## src/rtl/fwd_pipeline_datapath.sv

```systemverilog
// -----------------------------------------------------------------------------
// fwd_pipeline_datapath
//
// Five-stage (IF, ID, EX, MM, WB) integer pipeline for a small MIPS-style
// instruction subset: add, sub, and, or, slt (R-type) and addi. There are no
// branches and no data memory, so MM is a pass-through stage.
//
// A result reaches a dependent instruction without bubbles:
//   - EX/MM and MM/WB results are forwarded into the EX operands.
//   - A write committing in WB is bypassed into the ID register read.
//   - Anything older is read from the register file.
//
// Ports
//   clk        rising-edge clock
//   rst        synchronous active-high reset (overrides stall)
//   stall      freezes PC, every pipeline register and the register file
//   imem_addr  instruction fetch address (the PC register)
//   imem_data  instruction word at imem_addr, combinational read
//   wb_valid   a register write commits this cycle
//   wb_rd      destination register of the committing write
//   wb_data    value being written
// -----------------------------------------------------------------------------
module fwd_pipeline_datapath #(
  parameter int DATA_W = 8,
  parameter int PC_W   = 5
) (
  input  logic              clk,
  input  logic              rst,
  input  logic              stall,
  output logic [PC_W-1:0]   imem_addr,
  input  logic [31:0]       imem_data,
  output logic              wb_valid,
  output logic [4:0]        wb_rd,
  output logic [DATA_W-1:0] wb_data
);

  typedef enum logic [2:0] {
    ALU_ADD,
    ALU_SUB,
    ALU_AND,
    ALU_OR,
    ALU_SLT
  } alu_op_e;

  typedef struct packed {
    alu_op_e    op;
    logic       use_imm;
    logic [4:0] dst;
  } dec_t;

  localparam logic [5:0] OPC_RTYPE = 6'h00;
  localparam logic [5:0] OPC_ADDI  = 6'h08;

  // True for every instruction that produces a register result. Unknown
  // opcodes and funct codes fall through as NOPs.
  function automatic logic writes_reg(input logic [31:0] instr);
    logic w;
    w = 1'b0;
    if (instr[31:26] == OPC_RTYPE) begin
      case (instr[5:0])
        6'h20, 6'h22, 6'h24, 6'h25, 6'h2A: w = 1'b1;
        default:                           w = 1'b0;
      endcase
    end else if (instr[31:26] == OPC_ADDI) begin
      w = 1'b1;
    end
    return w;
  endfunction

  function automatic dec_t decode(input logic [31:0] instr);
    dec_t d;
    d.op      = ALU_ADD;
    d.use_imm = 1'b0;
    d.dst     = instr[15:11];
    if (instr[31:26] == OPC_ADDI) begin
      d.use_imm = 1'b1;
      d.dst     = instr[20:16];
    end else begin
      case (instr[5:0])
        6'h22:   d.op = ALU_SUB;
        6'h24:   d.op = ALU_AND;
        6'h25:   d.op = ALU_OR;
        6'h2A:   d.op = ALU_SLT;
        default: d.op = ALU_ADD;
      endcase
    end
    return d;
  endfunction

  // ---------------------------------------------------------------------------
  // State
  // ---------------------------------------------------------------------------
  logic [PC_W-1:0]   r_pc;

  logic              r_fd_valid;
  logic              r_fd_we;
  logic [31:0]       r_fd_instr;

  logic              r_de_valid;
  logic              r_de_we;
  alu_op_e           r_de_op;
  logic              r_de_use_imm;
  logic [4:0]        r_de_rs;
  logic [4:0]        r_de_rt;
  logic [4:0]        r_de_rd;
  logic [DATA_W-1:0] r_de_rs_val;
  logic [DATA_W-1:0] r_de_rt_val;
  logic [DATA_W-1:0] r_de_imm;

  logic              r_em_valid;
  logic              r_em_we;
  logic [4:0]        r_em_rd;
  logic [DATA_W-1:0] r_em_data;

  logic              r_mw_valid;
  logic              r_mw_we;
  logic [4:0]        r_mw_rd;
  logic [DATA_W-1:0] r_mw_data;

  logic [DATA_W-1:0] r_rf [32];

  // ---------------------------------------------------------------------------
  // WB commit: gated by stall so a held instruction commits exactly once,
  // in the first unstalled cycle.
  // ---------------------------------------------------------------------------
  logic w_wb_commit;
  assign w_wb_commit = r_mw_valid & r_mw_we & (r_mw_rd != 5'd0) & ~stall;

  // ---------------------------------------------------------------------------
  // ID: decode, register read with WB bypass, immediate sign extension
  // ---------------------------------------------------------------------------
  dec_t              w_dec;
  logic [4:0]        w_id_rs;
  logic [4:0]        w_id_rt;
  logic [15:0]       w_imm16;
  logic [DATA_W-1:0] w_id_imm;
  logic [DATA_W-1:0] w_id_rs_val;
  logic [DATA_W-1:0] w_id_rt_val;

  assign w_dec   = decode(r_fd_instr);
  assign w_id_rs = r_fd_instr[25:21];
  assign w_id_rt = r_fd_instr[20:16];
  assign w_imm16 = r_fd_instr[15:0];

  // Sign-extend or truncate the 16-bit immediate to DATA_W bits.
  always_comb begin
    w_id_imm = '0;
    for (int i = 0; i < DATA_W; i++) begin
      w_id_imm[i] = (i < 16) ? w_imm16[i[3:0]] : w_imm16[15];
    end
  end

  // NOTE: every always_comb output gets a default first so no path leaves it
  // unassigned; otherwise synthesis infers a latch.
  always_comb begin
    w_id_rs_val = r_rf[w_id_rs];
    if (w_id_rs == 5'd0) begin
      w_id_rs_val = '0;
    end else if (w_wb_commit && (r_mw_rd == w_id_rs)) begin
      w_id_rs_val = r_mw_data;
    end

    w_id_rt_val = r_rf[w_id_rt];
    if (w_id_rt == 5'd0) begin
      w_id_rt_val = '0;
    end else if (w_wb_commit && (r_mw_rd == w_id_rt)) begin
      w_id_rt_val = r_mw_data;
    end
  end

  // ---------------------------------------------------------------------------
  // EX: operand forwarding (EX/MM before MM/WB before ID value) and ALU
  // ---------------------------------------------------------------------------
  logic [DATA_W-1:0] w_ex_a;
  logic [DATA_W-1:0] w_ex_rt;
  logic [DATA_W-1:0] w_ex_b;
  logic              w_ex_lt;
  logic [DATA_W-1:0] w_ex_result;

  always_comb begin
    w_ex_a = r_de_rs_val;
    if (r_em_valid && r_em_we && (r_em_rd == r_de_rs) && (r_de_rs != 5'd0)) begin
      w_ex_a = r_em_data;
    end else if (r_mw_valid && r_mw_we && (r_mw_rd == r_de_rs) && (r_de_rs != 5'd0)) begin
      w_ex_a = r_mw_data;
    end

    w_ex_rt = r_de_rt_val;
    if (r_em_valid && r_em_we && (r_em_rd == r_de_rt) && (r_de_rt != 5'd0)) begin
      w_ex_rt = r_em_data;
    end else if (r_mw_valid && r_mw_we && (r_mw_rd == r_de_rt) && (r_de_rt != 5'd0)) begin
      w_ex_rt = r_mw_data;
    end
  end

  assign w_ex_b  = r_de_use_imm ? r_de_imm : w_ex_rt;
  assign w_ex_lt = $signed(w_ex_a) < $signed(w_ex_b);

  always_comb begin
    w_ex_result = '0;
    case (r_de_op)
      ALU_ADD: w_ex_result = w_ex_a + w_ex_b;
      ALU_SUB: w_ex_result = w_ex_a - w_ex_b;
      ALU_AND: w_ex_result = w_ex_a & w_ex_b;
      ALU_OR:  w_ex_result = w_ex_a | w_ex_b;
      ALU_SLT: w_ex_result = {{(DATA_W-1){1'b0}}, w_ex_lt};
      default: w_ex_result = '0;
    endcase
  end

  // ---------------------------------------------------------------------------
  // Sequential: PC, pipeline registers and register file
  // ---------------------------------------------------------------------------
  // NOTE: state is updated with non-blocking assignments so every register
  // samples the pre-edge values of the others, which is what a pipeline needs.
  always_ff @(posedge clk) begin
    if (rst) begin
      r_pc         <= '0;
      r_fd_valid   <= 1'b0;
      r_fd_we      <= 1'b0;
      r_fd_instr   <= '0;
      r_de_valid   <= 1'b0;
      r_de_we      <= 1'b0;
      r_de_op      <= ALU_ADD;
      r_de_use_imm <= 1'b0;
      r_de_rs      <= '0;
      r_de_rt      <= '0;
      r_de_rd      <= '0;
      r_de_rs_val  <= '0;
      r_de_rt_val  <= '0;
      r_de_imm     <= '0;
      r_em_valid   <= 1'b0;
      r_em_we      <= 1'b0;
      r_em_rd      <= '0;
      r_em_data    <= '0;
      r_mw_valid   <= 1'b0;
      r_mw_we      <= 1'b0;
      r_mw_rd      <= '0;
      r_mw_data    <= '0;
      // NOTE: the register file is architecturally cleared by reset, so it is
      // built from flops rather than a RAM macro that cannot be reset.
      for (int i = 0; i < 32; i++) begin
        r_rf[i] <= '0;
      end
    end else if (!stall) begin
      r_pc         <= r_pc + PC_W'(1);

      r_fd_valid   <= 1'b1;
      r_fd_we      <= writes_reg(imem_data);
      r_fd_instr   <= imem_data;

      r_de_valid   <= r_fd_valid;
      r_de_we      <= r_fd_valid & r_fd_we;
      r_de_op      <= w_dec.op;
      r_de_use_imm <= w_dec.use_imm;
      r_de_rs      <= w_id_rs;
      r_de_rt      <= w_id_rt;
      r_de_rd      <= w_dec.dst;
      r_de_rs_val  <= w_id_rs_val;
      r_de_rt_val  <= w_id_rt_val;
      r_de_imm     <= w_id_imm;

      r_em_valid   <= r_de_valid;
      r_em_we      <= r_de_valid & r_de_we;
      r_em_rd      <= r_de_rd;
      r_em_data    <= w_ex_result;

      r_mw_valid   <= r_em_valid;
      r_mw_we      <= r_em_valid & r_em_we;
      r_mw_rd      <= r_em_rd;
      r_mw_data    <= r_em_data;

      if (w_wb_commit) begin
        r_rf[r_mw_rd] <= r_mw_data;
      end
    end
  end

  assign imem_addr = r_pc;
  assign wb_valid  = w_wb_commit;
  assign wb_rd     = r_mw_rd;
  assign wb_data   = r_mw_data;

endmodule

```

## config.mk

```make
export PLATFORM = sky130hd
export DESIGN_NAME = fwd_pipeline_datapath
export DESIGN_NICKNAME = d
export VERILOG_FILES = /design/src/rtl/fwd_pipeline_datapath.sv
export SDC_FILE = /design/constraint.sdc
export NUM_CORES = 1
export LEC_CHECK = 0
export BUFFER_PORTS_ARGS = -buffer_cell sky130_fd_sc_hd__buf_2
export CORE_UTILIZATION = 63
export CTS_CLUSTER_DIAMETER = 120
export DETAILED_ROUTE_END_ITERATION = 10
export PLACE_DENSITY = 0.84
export SLEW_MARGIN = 20
export SYNTH_ARGS = -nofsm -noshare
export SYNTH_HDL_FRONTEND = slang
export SYNTH_SLANG_ARGS = --single-unit
export TNS_END_PERCENT = 30
```

## constraint.sdc

```tcl
create_clock -name clk -period 4 [get_ports clk]
set_input_delay 0.8 -clock clk [delete_from_list [all_inputs] [get_ports clk]]
set_output_delay 0.8 -clock clk [all_outputs]
set_load 0.005 [all_outputs]
```

# ---- Word-level counts from Yosys, hierarchy flattened
# Memories as Yosys holds them, arrays and structs flattened. A register that Yosys moved wholly into a read port is not among the register bits.
# Cells that the tools add are included.
dict set report classes {
  magnitude_cmp 1
  mux 29
  shifts 0
  multipliers 0
  n_reduce_logical 21
  div_mod_pow 0
  n_addsub 3
  n_bitwise 9
  n_eq_ne 21
}
# cell n
set op_table {}
lappend op_table {{$mux W8} 10}
lappend op_table {{$eq A6 B6 Y1 const B} 9}
lappend op_table {{$pmux W8 S5} 1}
lappend op_table {{$eq A5 B5 Y1} 6}
lappend op_table {{$mux W5} 5}
lappend op_table {{$reduce_bool A5 Y1} 3}
lappend op_table {{$eq A6 B4 Y1 const B} 2}
lappend op_table {{$logic_and A1 B1 Y1} 12}
lappend op_table {{$pmux W3 S4} 1}
lappend op_table {{$logic_not A5 Y1} 2}
lappend op_table {{$mux W1} 10}
lappend op_table {{$add A8 B8 Y8} 1}
lappend op_table {{$and A8 B8 Y8} 1}
lappend op_table {{$lt A8 B8 Y1} 1}
lappend op_table {{$or A8 B8 Y8} 1}
lappend op_table {{$reduce_or A8 Y1} 1}
lappend op_table {{$sub A8 B8 Y8} 1}
lappend op_table {{$and A1 B1 Y1} 6}
lappend op_table {{$eq A3 B2 Y1 const B} 2}
lappend op_table {{$logic_not A6 Y1} 1}
lappend op_table {{$mux W6} 1}
lappend op_table {{$add A5 B1 Y5 const B} 1}
lappend op_table {{$reduce_or A5 Y1} 1}
lappend op_table {{$eq A3 B1 Y1 const B} 1}
lappend op_table {{4 further kinds} 4}
dict set report totals {
  wordCells 107
  memories 1
  latchBits 0
  in_bits 35
  mem_bits_ro 0
  reg_bits 114
  ramBits 256
}
# name depth word_bits read_ports rd_ports_with_merged_regs wr line_no
set mem_list {}
lappend mem_list {r_rf 32 8 2 2 32 120} ;# logic [DATA_W-1:0] r_rf [32];

# ---- Logic depth before layout (Yosys ltp)
# Gate-level depths: netlist of the first run.
dict set report logic_depth {
  depth_word 9
  mapped_depth 17
}

# ---- Worst setup path after synthesis of the first run
# Ideal clock, no wire load.
dict set report synth_timing {
  path_type {register to register}
  startpoint {register r_de_rt[0]}
  endpoint {register r_em_data[7]}
  t_arrival_ps 3337
  stages_incl_launch_ff 15
  path_buffers 1
  slack_ps 541
  path_cell_list {dfxtp_1 -> or4_1 -> nor2_2 -> nor4_2 -> buf_6 -> nor2b_2 -> a211oi_1 -> o31ai_1 -> ha_1 -> a21oi_1 -> o211ai_1 -> a2111oi_0 -> a2111oi_2 -> xor2_1 -> a221o_1}
}
dict set report synth_between {
  elab_chain_len 8
}
# item line_no
set synth_rtl {}
lappend synth_rtl {{start, declared} 104} ;# logic [4:0] r_de_rt;
lappend synth_rtl {{start signal, assigned} 257} ;# r_de_rt <= w_id_rt;
lappend synth_rtl {{$eq A5 B5 Y1} 191} ;# end else if (r_mw_valid && r_mw_we && (r_mw_rd == r_de_rt) && (r_de_rt != 5'd0)) begin
lappend synth_rtl {{$logic_and A1 B1 Y1 (2 in series)} 191}
lappend synth_rtl {{$mux W8} 191}
lappend synth_rtl {{$mux W8 *} 189} ;# if (r_em_valid && r_em_we && (r_em_rd == r_de_rt) && (r_de_rt != 5'd0)) begin
lappend synth_rtl {{$mux W8 *} 196} ;# assign w_ex_b = r_de_use_imm ? r_de_imm : w_ex_rt;
lappend synth_rtl {{$sub A8 B8 Y8 (tied with other cells)} 203} ;# ALU_SUB: w_ex_result = w_ex_a - w_ex_b;
lappend synth_rtl {{$pmux W8 S5 *} 201} ;# case (r_de_op)
lappend synth_rtl {{end signal, assigned} 266} ;# r_em_data <= w_ex_result;
lappend synth_rtl {{end, declared} 113} ;# logic [DATA_W-1:0] r_em_data;
# Mark *: on every way between the ends. The rest lies on a longest branch, timed or not.
# A chain may end at the register's enable or synchronous reset.

# ---- Final worst setup path of the first run
dict set report layout_timing {
  startpoint {register r_de_rt[1]}
  endpoint {register r_em_data[7]}
}
# Same word-level chain as after synthesis.

==> impl_metrics.yaml, run 1 <==
die:
  placementRows: 64
  die_w_um: 180
  fp.dieArea_um2: 32600
  start_util_pct: 64.7
  die_height_um: 180
  core_um2: 31000
  io_pins: 54
synthesis:
  yosys_warnings: 0
  async_reset_ff_share_pct: 0
  synth-edff-count: 256
  netlist_area_um2: 20100
  avgSynthCellArea_um2: 11.8
  ys_ff_latch: 377
  synth_ff_type: "edfxtp_1"
  ys_types: 66
  syn_inst: 1703
  seq_area_frac_synth_pct: 50.4
clocking:
  cts_buffer_depth: 3
  clkTransAtPathRegs_ns: 0.06
  clock-root-buffer: "clkbuf_16"
  ctsHtreeMaxLevel: 2
  cts_sinks: 377
  ctsHoldBuffers: 0
  cts_made_buffers: 40
  clk_latency_ns: 0.55
  cts_tree: "built"
place:
  place_congestion: 0.930
  pre_cts_slack_ns: 0.145
  dp_hpwl_um: 36500
  placed_cells: 2100
  io_buffers: 50
global_route:
  grt_util_all_layers_pct: 32.7
  top_usage_layer: "met2"
  met2_usage_pct: 52.0
  grt_max_degree: 65
  globalRouteMet1Util_pct: 44.9
  antenna_found_initial: 2
  gr-total-overflow: 0
  use_met3_pct: 5.88
  grt_first_pass_wirelength_um: 81700
  grt_pass1_vias: 14300
worst_setup_path:
  critPathMostFrequentCell: "a211oi_1"
  endpoint_kind: "flip-flop"
  cp_slowest_stage_delay_ns: 0.43
  critical_path_peak_fanout: 15
  critical_path.slowest_cell: "ha_2"
  worstSetupPathType: "flip-flop to flip-flop"
  cp_cell_sequence: "or4_1, nor2_4, nor4_2, buf_4, and2b_1, a211oi_1, o31ai_1, ha_2, nor2_1, a221oi_2, a211oi_1, a2111oi_2, xor2_1, a221o_1"
  worst_ep_arrival_time_ns: 4.29
  cp.required_ns: 4.43
  setup.worst_path.start_class: "flip-flop"
timing:
  max_freq_mhz: 259
  finalSetupTns_ns: 0
  fin_crit_ns: 3.86
  finalCritPeriodShare_pct: 96.4
  rsz0062_at_grt: "false"
  setup_ws_ns: 0.143
  setup_viol: 0
  worst_pin_slew_ns: 1.10
  finalHoldViolCount: 0
  fin_worst_skew_ns: 0.0185
  maxSlewHeadroom_pct: 26.3
  drv_slew: 0
detailed_routing:
  via_per_inst: 6.61
  wl_um: 53100
  firstDrtPassIters: 6
  dr_total_vias: 14400
  drtIter0Drc: 2031
  wire_per_inst_um: 24.4
  drcViolationCount: 0
  ant_nets: 0
power:
  leakage_uw: 0.00833
  peakVddDrop_mv: 0.565
  p_total_uw: 9300
  p_per_area_nw_per_um2: 417
finish:
  diodes: 0
  drive_above_1_share_pct: 17.9
  post-route-util_pct: 72.0
  final-instance-count-excl-fill: 2180
  area_delta_synth_final_pct: 11.2
  fin_nets: 1815
outcome:
  outcome: "completed"
run:
  maxCapViolations: 0
worst_hold_path:
  hold_class: "flip-flop to flip-flop"
[area by class of cell]
| cell class | instances | area [um2] |
|---|---|---|
| Sequential cell | 377 | 10100 |
| Clock inverter | 27 | 332 |
| Timing Repair Buffer | 129 | 873 |
| Multi-Input combinational cell | 1185 | 9360 |
| Inverter | 19 | 71.3 |
| Tap cell | 396 | 495 |
| Clock buffer | 47 | 1060 |
| Fill cell | 2021 | 8680 |
[routing by layer]
layer  up-vias  part of all wire, %
li1       6350                    -
met1      7012                   39
met2       873                   47
met3       172                   11
met4         4                  3.9
met5         -                0.055
[power breakdown]
part | internal, uW | switching, uW | total (uW) | leakage [uW]
Combinational | 389 | 534 | 923 | 0.00403
Clock | 2310 | 1620 | 3930 | 0.000667
Sequential | 4300 | 150 | 4450 | 0.00363
[sequential cells by signal, summed over array words and instances, names as in the netlist, 8 cells and up, named ones only]
| register | count |
|---|---|
| r_rf | 256 |
| r_fd_instr | 29 |
| r_de_imm | 8 |
| r_de_rs_val | 8 |
| r_de_rt_val | 8 |
| r_em_data | 8 |
| wb_data | 8 |
[path summary, 6_finish.rpt]
kind	start	end	slack, ns	cells past startpoint
worst min-delay path	r_de_rt_val[1]	r_de_rt_val[1]	0.46	2
worst min register to register	r_de_rt_val[1]	r_de_rt_val[1]	0.46	2
worst max-delay path	r_de_rt[1]	r_em_data[7]	0.14	14
worst max register to register	r_de_rt[1]	r_em_data[7]	0.14	14
[cell usage in the layout, fill, tap and decap left out, types with 4 or more instances in the layout]
master	n
nand3_1	38
clkinvlp_4	4
conb_1	8
o211ai_1	5
clkbuf_16	40
clkinv_2	5
nand2b_1	6
o31ai_1	9
a22oi_1	92
bufinv_16	6
nor2_1	161
a21oi_1	23
or2_2	31
nand2_1	52
nand3b_1	6
mux4_2	67
buf_2	48
and4_1	7
inv_1	19
o21ai_1	7
nand4_1	11
nor3_1	10
mux2i_1	208
a211oi_2	4
clkinv_1	7
nor2b_1	17
xor2_1	12
edfxtp_1	256
a211oi_1	13
a221o_1	4
ha_1	23
clkbuf_1	4
o21ai_0	14
a32oi_1	16
and2_1	250
o31a_1	8
dfxtp_1	116
xnor2_1	27
and2b_1	6
buf_4	79
[synth_stat cells (all sizes together) (12+ instances only)]
library cell / count / area share, %
nor2: 162 / 3.0
a22oi: 92 / 3.4
o21ai: 22 / 0.57
or2: 31 / 0.97
buf: 57 / 1.5
a32oi: 16 / 0.70
dfxtp: 121 / 12
mux2i: 208 / 10
and2: 250 / 7.8
ha: 26 / 1.6
clkbuf: 72 / 1.4
inv: 19 / 0.36
mux4: 67 / 7.5
nand3: 38 / 0.95
nor2b: 19 / 0.62
xnor2: 27 / 1.2
a21oi: 23 / 0.57
a211oi: 17 / 0.66
edfxtp: 256 / 38
nand2: 52 / 0.97
xor2: 12 / 0.52
[cell families after synthesis]
family / share of synthesized area (%)
AO/OA/AOI/OAI: 7.76
XOR/XNOR: 1.70
adder cells (fa/ha/maj): 1.82
buffers and inverters: 3.26
flip-flops: 50.4
multiplexers: 18.1
other: 0.0187
AND/OR/NAND/NOR: 17.0
[critical path, delay by kind of cell (launching register included)]
| kind | cells | cell delay, ns |
|---|---|---|
| and+or+nand+nor | 5 | 0.90 |
| DFF | 1 | 0.41 |
| AOI/OAI and AO/OA | 6 | 1.60 |
| buffers and inverters | 1 | 0.27 |
| adders and majority gates | 1 | 0.43 |
| xor gates and xnor gates | 1 | 0.13 |
[repair_timing]
action                                  CTS  global route
gates resized for setup                   0             9
endpoints found under the setup margin    0             2
buffers inserted                          0             5
[per-stage QoR]
stage               instance area, um2  hold WS (ns)
detailed placement               20800         0.448
finish                           22300         0.461
floorplan                        20100         0.424
CTS                              22200         0.461
global placement                 20800         0.444
global route                     22300         0.492
Note: power is estimated with default switching activity, not from simulation.
==> inputs of run 2 (changes only) <==
Settings changed: CORE_MARGIN set to 4.
==> run 2 against run 1 <==
  * Combinational power is 2% lower
  * Worst setup slack better by 0.072 ns
  * Clock power is 7.6% lower
  * Final area is 0.77% lower
  * Fmax is 1.9% higher
  * Sequential share of layout area is 0.35 points higher
  * Sequential power hardly changed
  * Non-clock buffer count is 7 lower
  * Largest cell class unchanged
  * Largest power group unchanged
  * Highest routed layer unchanged
==> impl_metrics.yaml, run 2 (synthesized netlist as in run 1, its figures left out) <==
finish:
  final_common_cell: "edfxtp_1"
  largest_reg_flops: 256
  diodes: 0
  fill_cells: 2085
  reg_top3: "r_rf (256), r_fd_instr (29)"
  final_cell_mix: "edfxtp_1, and2_1, mux2i_1, nor2_1, dfxtp_1"
  fin_nets: 1808
  drive_above_1_share_pct: 17.1
  area_delta_synth_final_pct: 10.3
  regMostFlops: "r_rf"
worst_setup_path:
  endpoint_kind: "flip-flop"
  worst_ep_arrival_time_ns: 4.21
  setup.worst_path.start_class: "flip-flop"
  r2r-end: "r_em_data[7]"
  cp.required_ns: 4.43
  critical_path_peak_fanout: 13
  r2r_cells: 15
  worstSetupPathType: "flip-flop to flip-flop"
  reg2reg_setup_slack_ns: 0.21
  r2r-start: "r_de_rt[0]"
timing:
  rsz0062_at_grt: "true"
  finalCritPeriodShare_pct: 94.6
  fin_crit_ns: 3.79
  finalHoldViolCount: 0
  finalSetupTns_ns: 0
  setup_viol: 0
  worst_pin_slew_ns: 1.16
  drv_slew: 0
  maxSlewHeadroom_pct: 22.2
  whs_ns: 0.468
  max_freq_mhz: 264
  fin_worst_skew_ns: 0.0205
die:
  start_util_pct: 63.7
  die_w_um: 186
  core_um2: 31500
  die_height_um: 186
  io_pins: 54
  placementRows: 65
  fp.dieArea_um2: 34800
clocking:
  cts_buffer_depth: 3
  ctsHtreeMaxLevel: 2
  cts_made_buffers: 40
  cts_sinks: 377
  clkTransAtPathRegs_ns: 0.06
  clk_latency_ns: 0.55
  ctsHoldBuffers: 0
  clock-root-buffer: "clkbuf_16"
  cts_tree: "built"
global_route:
  grt_pass1_vias: 14400
  grt_first_pass_wirelength_um: 81900
  grt_max_degree: 135
  gr-total-overflow: 0
  grt_util_all_layers_pct: 29.8
  antenna_found_initial: 1
power:
  p_per_area_nw_per_um2: 407
  leakage_uw: 0.00822
  peakVddDrop_mv: 0.266
place:
  place_congestion: 0.933
  dp_hpwl_um: 35900
  io_buffers: 50
run:
  maxCapViolations: 0
detailed_routing:
  firstDrtPassIters: 5
  drcViolationCount: 0
  drtIter0Drc: 1761
  wl_um: 53000
  wire_per_inst_um: 24.4
  via_per_inst: 6.59
  dr_total_vias: 14300
  ant_nets: 0
worst_hold_path:
  hold_path_depth: 2
  hold_class: "flip-flop to flip-flop"
  holdPathEnd: "r_de_rt_val[3]"
  min_from: "r_de_rt_val[3]"
outcome:
  outcome: "completed"
==> run 2: cell count changes in the layout (fill, tap and decap cells not counted), sizes merged <==
cell	previous run	this run
clkbuf	47	58
buf	129	122
clkinv	15	8
bufinv	6	3
clkinvlp	4	2
inv	21	20
==> run 2: final cells by class <==
cell class | instances | area (um2) | share of cell area, %
flip-flops and latches | 377 | 10100 | 45.7
multi-input cells | 1185 | 9370 | 42.3
clock buffers | 58 | 1080 | 4.87
repair buffers | 122 | 808 | 3.65
well taps | 402 | 503 | 2.27
clock inverters | 14 | 186 | 0.842
inverters | 19 | 71.3 | 0.322
==> run 2: worst max-delay path by stage <==
stage          startpoint           end  slack [ns]  depth (start not counted)
3_5_place_dp   r_de_rt[0]  r_em_data[7]        0.16                         14
3_3_place_gp   r_de_rt[0]  r_em_data[7]        0.26                         14
4_1_cts        r_de_rt[0]  r_em_data[7]        0.14                         14
5_1_grt        r_de_rt[0]  r_em_data[7]       -0.01                         14
6_report       r_de_rt[0]  r_em_data[7]        0.21                         15
2_1_floorplan  r_de_rt[0]  r_em_data[7]        0.54                         14
==> run 2: repair_timing <==
item,CTS,global route
resized for setup,0,11
endpoints found under the setup margin,0,3
setup buffers,0,0
==> run 2: worst max-delay path, cell delays in order (launching register included) <==
cell,delay [ns]
dfxtp_1,0.35
or4_1,0.55
nor2_2,0.17
nor4_2,0.07
buf_4,0.20
buf_4,0.16
and2b_1,0.21
a211oi_2,0.06
o31ai_1,0.32
ha_1,0.34
inv_1,0.13
nor2_1,0.06
a2111oi_1,0.47
a2111oi_2,0.07
xor2_1,0.18
a221o_1,0.32
==> run 2: layer usage <==
layer  vias to the layer above  GRT usage [%]  routed length, um
met3                       183           6.36               5220
met2                       807           48.0              24800
met4                         2           11.2               2280
li1                       6335              -                  -
met1                      7021           40.4              20700
met5                         -              0                 17
==> run 2: power by group <==
| part | internal [uW] | leakage, uW | total (uW) | switching [uW] |
|---|---|---|---|---|
| logic | 388 | 0.00400 | 905 | 517 |
| registers | 4300 | 0.00363 | 4470 | 165 |
| clock network | 2090 | 0.000598 | 3630 | 1540 |
==> run 2: per-stage QoR <==
step	setup WS (ns)	cell area (um2)	std cells	power [uW]	utilization, %
6_report	0.215	22100	2177	9000	70.3
5_1_grt	-0.0107	22100	2177	9270	70.3
2_1_floorplan	0.541	20100	1710	5130	-
4_1_cts	0.142	22100	2177	8990	70.2
3_3_place_gp	0.259	20800	2105	5380	66.2
3_5_place_dp	0.163	20800	2105	5420	66.2
